$ cat src/rtl/mult_hilo_ctrl.sv
// Sequencer between the control unit and the Booth multiplier: starts an op,
// captures the product into HI/LO on its single valid cycle, and serves MTHI/MTLO.
module mult_hilo_ctrl #(
    parameter int unsigned MULT_CYCLES = 32,
    parameter int unsigned MAX_WAIT    = 40
) (
    input  logic        clk,
    input  logic        reset,
    input  logic        mult_req,
    input  logic        hi_write,
    input  logic        lo_write,
    input  logic [31:0] reg_in,
    input  logic [31:0] msb_prod,
    input  logic [31:0] lsb_prod,
    input  logic        calculando,
    output logic        mult_start,
    output logic [31:0] hi_out,
    output logic [31:0] lo_out,
    output logic        busy,
    output logic        mult_done,
    output logic        mult_erro
);

    // Counter must cover both the nominal wait and the watchdog limit.
    localparam int unsigned CNT_MAX = (MAX_WAIT > MULT_CYCLES + 1) ? MAX_WAIT : MULT_CYCLES + 1;
    localparam int unsigned CNT_W   = $clog2(CNT_MAX + 1);
    localparam logic [CNT_W-1:0] WAIT_LAST = CNT_W'(MAX_WAIT - 1);

    typedef enum logic [2:0] {
        S_IDLE,
        S_START,
        S_WAIT,
        S_DONE,
        S_ERR
    } state_t;

    state_t           state;
    logic [CNT_W-1:0] wait_cnt;

    // calculando is only trusted in S_WAIT; the multiplier has no reset.
    always_ff @(posedge clk) begin
        if (reset) begin
            state      <= S_IDLE;
            wait_cnt   <= '0;
            hi_out     <= '0;
            lo_out     <= '0;
            mult_start <= 1'b0;
            busy       <= 1'b0;
            mult_done  <= 1'b0;
            mult_erro  <= 1'b0;
        end else begin
            mult_start <= 1'b0;
            mult_done  <= 1'b0;
            mult_erro  <= 1'b0;
            case (state)
                S_IDLE: begin
                    if (mult_req) begin
                        state      <= S_START;
                        mult_start <= 1'b1;
                        busy       <= 1'b1;
                    end else begin
                        if (hi_write) hi_out <= reg_in;
                        if (lo_write) lo_out <= reg_in;
                    end
                end
                S_START: begin
                    state    <= S_WAIT;
                    wait_cnt <= '0;
                end
                S_WAIT: begin
                    wait_cnt <= wait_cnt + CNT_W'(1);
                    if (!calculando) begin
                        hi_out    <= msb_prod;
                        lo_out    <= lsb_prod;
                        state     <= S_DONE;
                        mult_done <= 1'b1;
                    end else if (wait_cnt == WAIT_LAST) begin
                        state     <= S_ERR;
                        mult_erro <= 1'b1;
                    end
                end
                S_DONE, S_ERR: begin
                    state <= S_IDLE;
                    busy  <= 1'b0;
                end
                default: begin
                    state <= S_IDLE;
                    busy  <= 1'b0;
                end
            endcase
        end
    end

endmodule

$ cat config.mk
export PLATFORM = sky130hd
export DESIGN_NAME = mult_hilo_ctrl
export DESIGN_NICKNAME = d
export VERILOG_FILES = /design/src/rtl/mult_hilo_ctrl.sv
export SDC_FILE = /design/constraint.sdc
export NUM_CORES = 1
export LEC_CHECK = 0
export CORE_MARGIN = 2
export CORE_UTILIZATION = 44
export DETAILED_ROUTE_END_ITERATION = 7
export GPL_TIMING_DRIVEN = 0
export PLACE_DENSITY = 0.83
export SYNTH_ARGS = -nofsm -noshare
export SYNTH_HDL_FRONTEND = slang
export SYNTH_SLANG_ARGS = --single-unit
$ cat constraint.sdc
create_clock -name clk -period 2.6 [get_ports clk]
set_clock_uncertainty 0.2 [all_clocks]
set_input_delay 0.52 -clock clk [delete_from_list [all_inputs] [get_ports clk]]
set_output_delay 0.52 -clock clk [all_outputs]
set_load 0.05 [all_outputs]
==> impl_metrics.json, run 1 <==
{
  "viasPerCell": 5.37,
  "layout_common_cells": "clkdlybuf4s50_1, dfxtp_1, a211oi_1",
  "grt_max_degree": 15,
  "worst_slack_ps": 217,
  "critPathMaxFanout": 10,
  "crit_arrival_ps": 2430,
  "overflow": 0,
  "grt_pass1_wl_um": 22500,
  "power_switching_mw": 1.35,
  "worst_setup_path_end_kind": "flop",
  "dp.cells": 740,
  "yosys_warnings": 0,
  "regArea_um2": 1540,
  "die_area_um2": 10800,
  "die_w_um": 104,
  "p_leak_nw": 2.16,
  "yosysTopAreaCellShare_pct": 35.2,
  "drv_cap": 0,
  "wl_um": 14000,
  "clk_latency_ps": 350,
  "routedWlPerCell_um": 18.5,
  "drive_gt1_share_pct": 25.4,
  "hold_buffers": 0,
  "start_util_pct": 45.1,
  "fin_area_um2": 6430,
  "dr.first_iter.drc_count": 196,
  "netlist_instances": 439,
  "stdcell_count": 756,
  "yosysSeqAreaShare_pct": 35.2,
  "final_core_util_pct": 66.1,
  "syn_nets": 542,
  "reg2regPathDepth": 6,
  "critPathKind": "reg -> reg",
  "worstSetupStartpointType": "flop",
  "grt_pass1_vias": 4414,
  "htreeDepth": 3,
  "grtUsageTotal_pct": 26.0,
  "cts-root-buf": "clkbuf_8",
  "hpwl_um": 10800,
  "power.density_nw_per_um2": 570,
  "path_clk_slew_ps": 90,
  "pwr-share-clk_pct": 25.5,
  "setup-violations-final": 0,
  "dpl_cell_area_um2": 6230,
  "hold_path.class": "reg -> reg",
  "cts_buffer_depth": 2,
  "ys_ff_latch": 77,
  "fmax_mhz": 420,
  "die_h_um": 104,
  "p_seq_share_pct": 36.9,
  "power_frac_comb_pct": 37.6,
  "fin_crit_ps": 2380,
  "post_cts_buffers": 0,
  "postRouteAntennaNets": 0,
  "period_share_pct": 91.7,
  "synth_top_area_cell": "dfxtp_1",
  "n_antenna_cell": 0,
  "synth-async-reset-ratio_pct": 0,
  "fin_worst_hold_slack_ps": 259,
  "pre_cts_slack_ps": -109,
  "worstHoldPathCells": 2,
  "fin_nets": 721,
  "slew_headroom_pct": 46.6,
  "cts_tree": "yes",
  "synth_area_leaders": "dfxtp_1, a211oi_2, mux2_2, a211oi_1, inv_1",
  "syn-cell-area_um2": 4380,
  "cts_resized": 0,
  "cp.required_ps": 2650,
  "ios": 170,
  "area_growth_pct": 46.7,
  "gp_congestion": 0.943,
  "drv_slew": 0,
  "nFillCells": 783,
  "rsz0062_at_grt": "false",
  "setup_tns_ps": 0,
  "io_buffers": 168,
  "antenna_found_initial": 0,
  "layout_commonest_cell": "clkdlybuf4s50_1",
  "yosysUniqueCellTypes": 36,
  "synth-main-ff-cell": "dfxtp_1",
  "core.rowCount": 36,
  "power.internal_mw": 2.31,
  "core_area_um2": 9730,
  "cts_buffers": 9,
  "worstMarginPinSlew_ps": 800,
  "hold_viol": 0,
  "drtPass1Iterations": 4,
  "synth_edf_count": 0,
  "multi_input_area_um2": 2360,
  "clock_sinks": 77,
  "totalPowerFinal_mw": 3.66,
  "ir_worst_vdd_v": 0.000384,
  "status": "finished, final reports clean",
  "synth.avg_cell_area_um2": 9.99,
  "drc": 0,
  "dr_total_vias": 4062,
  "p_sw_share_pct": 36.9
}
==> sequential cells by signal, summed over array words and instances, names as in the netlist <==
signal,cells
busy,1
hi_out,32
lo_out,32
mult_done,1
mult_erro,1
mult_start,1
state,3
wait_cnt,6
==> cells in the mapped netlist, types with 3 or more instances <==
master	instances
nand2b_1	3
a211oi_2	60
nand2_1	6
a211oi_1	70
and2_1	3
a21oi_1	5
dfxtp_1	77
nor3_1	4
inv_1	65
clkbuf_1	32
nor4_1	3
buf_6	6
buf_2	9
o21ai_0	3
mux2_2	65
nor2_1	3
or3b_1	3
==> worst max-delay path, cell delays in order (launching register included) <==
cell and delay [ps]:
dfxtp_1 310, buf_2 230, buf_2 290, buf_2 300, nand4_1 210, nor3_1 360, mux2_2 390
==> per-layer routing <==
layer / routed length, um / share of wire (%) / track usage [%]
met3: 986 / 7.1 / 7.49
met1: 5840 / 42 / 30.2
met5: 0 / 0 / 0
met2: 6580 / 47 / 43.5
met4: 551 / 3.9 / 13.5
==> area by class of cell <==
type / count / share of cell area (%)
clock buffers: 9 / 1.93
clock inverters: 7 / 1.19
flip-flops and latches: 77 / 24.0
well taps: 133 / 2.59
repair buffers: 168 / 26.1
plain buffers: 49 / 3.73
inverters: 65 / 3.79
multi-input cells: 248 / 36.7
==> cell families after synthesis <==
kind of cell	Yosys count	synth area share (%)
muxes	65	16.7
and+or+nand+nor	34	4.65
AOI/OAI and AO/OA	148	32.2
adders and majority gates	1	0.285
buffers and inverters	114	11.0
DFF	77	35.2
==> power by group through the flow <==
stage          clock [mW]  combinational [mW]  sequential (mW)
2_1_floorplan           0               0.510             1.74
3_3_place_gp            0                1.35             1.37
3_5_place_dp            0                1.37             1.38
4_1_cts             0.934                1.38             1.35
5_1_grt             0.984                1.45             1.36
6_report            0.934                1.38             1.35
==> final timing paths <==
kind | from | to | slack [ps]
worst max register to register | state[1]$_SDFFE_PP0P_ | wait_cnt[5]$_SDFFE_PP0P_ | 220
worst min register to register | hi_out[27]$_SDFFE_PP0P_ | hi_out[27]$_SDFFE_PP0P_ | 260
worst min-delay path | hi_out[27]$_SDFFE_PP0P_ | hi_out[27]$_SDFFE_PP0P_ | 260
worst max-delay path | state[1]$_SDFFE_PP0P_ | wait_cnt[5]$_SDFFE_PP0P_ | 220
Note: power is estimated with default switching activity, not from simulation.
==> inputs of run 2 (changes only) <==
--- a/config.mk
+++ b/config.mk
@@ -9,7 +9,7 @@
 export CORE_UTILIZATION = 44
 export DETAILED_ROUTE_END_ITERATION = 7
 export GPL_TIMING_DRIVEN = 0
-export PLACE_DENSITY = 0.83
+export PLACE_DENSITY_LB_ADDON = 0.15
 export SYNTH_ARGS = -nofsm -noshare
 export SYNTH_HDL_FRONTEND = slang
 export SYNTH_SLANG_ARGS = --single-unit
==> impl_metrics.json, run 2 (same netlist as run 1, synthesis figures left out) <==
{
  "status": "finished, final reports clean",
  "grtUsageTotal_pct": 25.6,
  "drc": 0,
  "cp.required_ps": 2600,
  "core.rowCount": 36,
  "power_frac_comb_pct": 35.7,
  "drtPass1Iterations": 4,
  "die_h_um": 104,
  "critPathMaxFanout": 10,
  "hold_path.class": "reg -> reg",
  "cts_buffers": 9,
  "post_cts_buffers": 0,
  "cts_resized": 0,
  "die_w_um": 104,
  "core_area_um2": 9730,
  "n_antenna_cell": 0,
  "gp_congestion": 0.789,
  "fin_worst_hold_slack_ps": 266,
  "layout_common_cells": "clkdlybuf4s50_1, dfxtp_1, a211oi_1",
  "p_seq_share_pct": 35.1,
  "drv_cap": 0,
  "dr_total_vias": 4028,
  "cts_tree": "yes",
  "p_sw_share_pct": 34.6,
  "crit_path_top_delay_cell": "a211oi_1",
  "regArea_um2": 1540,
  "setup-violations-final": 0,
  "overflow": 0,
  "rsz0062_at_grt": "false",
  "totalPowerFinal_mw": 3.84,
  "crit_arrival_ps": 2330,
  "fin_crit_ps": 2330,
  "power.internal_mw": 2.51,
  "hold_viol": 0,
  "io_buffers": 168,
  "layout_commonest_cell": "clkdlybuf4s50_1",
  "grt_pass1_wl_um": 22100,
  "power_switching_mw": 1.33,
  "die_area_um2": 10800,
  "antenna_found_initial": 0,
  "clock_sinks": 77,
  "area_growth_pct": 47.7,
  "slowest_delay_ps": 470,
  "power.density_nw_per_um2": 593,
  "wl_um": 13700,
  "slew_headroom_pct": 45.7,
  "fmax_mhz": 430,
  "ios": 170,
  "grt_pass1_vias": 4079,
  "p_leak_nw": 2.18,
  "setup_tns_ps": 0,
  "pre_cts_slack_ps": -21.2,
  "drive_gt1_share_pct": 25.4,
  "start_util_pct": 45.1,
  "worst_setup_path_end_kind": "flop",
  "period_share_pct": 89.5,
  "critPathKind": "in -> reg",
  "grt_max_degree": 15,
  "reg_top3": "hi_out x32, lo_out x32, wait_cnt x6",
  "cts_buffer_depth": 2,
  "pwr-share-clk_pct": 29.2,
  "nFillCells": 831,
  "ir_worst_vdd_v": 0.000456,
  "fin_nets": 721,
  "path_clk_slew_ps": 80,
  "drv_slew": 0,
  "worst_slack_ps": 272,
  "hpwl_um": 10700,
  "htreeDepth": 3,
  "hold_buffers": 0,
  "routedWlPerCell_um": 18.1,
  "cts-root-buf": "clkbuf_8",
  "postRouteAntennaNets": 0,
  "dr.first_iter.drc_count": 158,
  "worstMarginPinSlew_ps": 815,
  "worstSetupStartpointType": "input pin",
  "crit_chain": "clkdlybuf4s50_1 -> or3b_1 -> buf_2 -> clkbuf_1 -> a211oi_1 -> a211oi_2",
  "multi_input_area_um2": 2360,
  "viasPerCell": 5.33,
  "clk_latency_ps": 350
}
[run 2: changes by cell type in the layout (fill, tap and decap cells not counted)]
cell        change
inv_6           +2
clkinv_4        -2
bufinv_16       +2
clkinvlp_4      -2
[run 2: final cells by class]
type	count	area share, %
multi-input cells	248	36.4
repair buffers	168	26.0
flip-flops and latches	77	23.8
inverters	65	3.77
plain buffers	49	3.71
well taps	133	2.57
clock buffers	9	1.91
clock inverters	7	1.87
[run 2: power by group through the flow]
stage / Clock, mW / Sequential, mW / Combinational (mW)
finish: 1.12 / 1.35 / 1.37
global route: 1.21 / 1.36 / 1.44
CTS: 1.14 / 1.35 / 1.38
detailed placement: 0 / 1.37 / 1.37
global placement: 0 / 1.37 / 1.35
floorplan: 0 / 1.74 / 0.510
[run 2: final timing paths]
check                             to  depth (start not counted)                     from  slack, ps
max          lo_out[29]$_SDFFE_PP0P_                          6                 mult_req        270
min          lo_out[16]$_SDFFE_PP0P_                          2  lo_out[16]$_SDFFE_PP0P_        270
max reg2reg  lo_out[29]$_SDFFE_PP0P_                          5    state[1]$_SDFFE_PP0P_        360
min reg2reg  lo_out[16]$_SDFFE_PP0P_                          2  lo_out[16]$_SDFFE_PP0P_        270
[run 2: routing by layer]
metal | share of wire (%) | global-route usage (%) | vias to the layer above | wire length, um
met5 | 0 | 0 | - | 0
met4 | 2.7 | 9.17 | 0 | 375
met3 | 5.1 | 5.35 | 24 | 702
met2 | 49 | 43.5 | 123 | 6680
met1 | 43 | 31.9 | 1915 | 5910
li1 | - | - | 1966 | -
[run 2: metrics by stage]
stage | instances | utilization (%) | instance area (um^2)
floorplan | 439 | - | 4380
global placement | 740 | 64.1 | 6230
detailed placement | 740 | 64.1 | 6230
CTS | 756 | 66.6 | 6480
global route | 756 | 66.6 | 6480
finish | 756 | 66.6 | 6480
[run 2: worst max-delay path, delay by kind of cell]
kind | cells | cell delay (ps)
simple gates | 1 | 350
buf+inv | 3 | 890
compound gates | 2 | 560
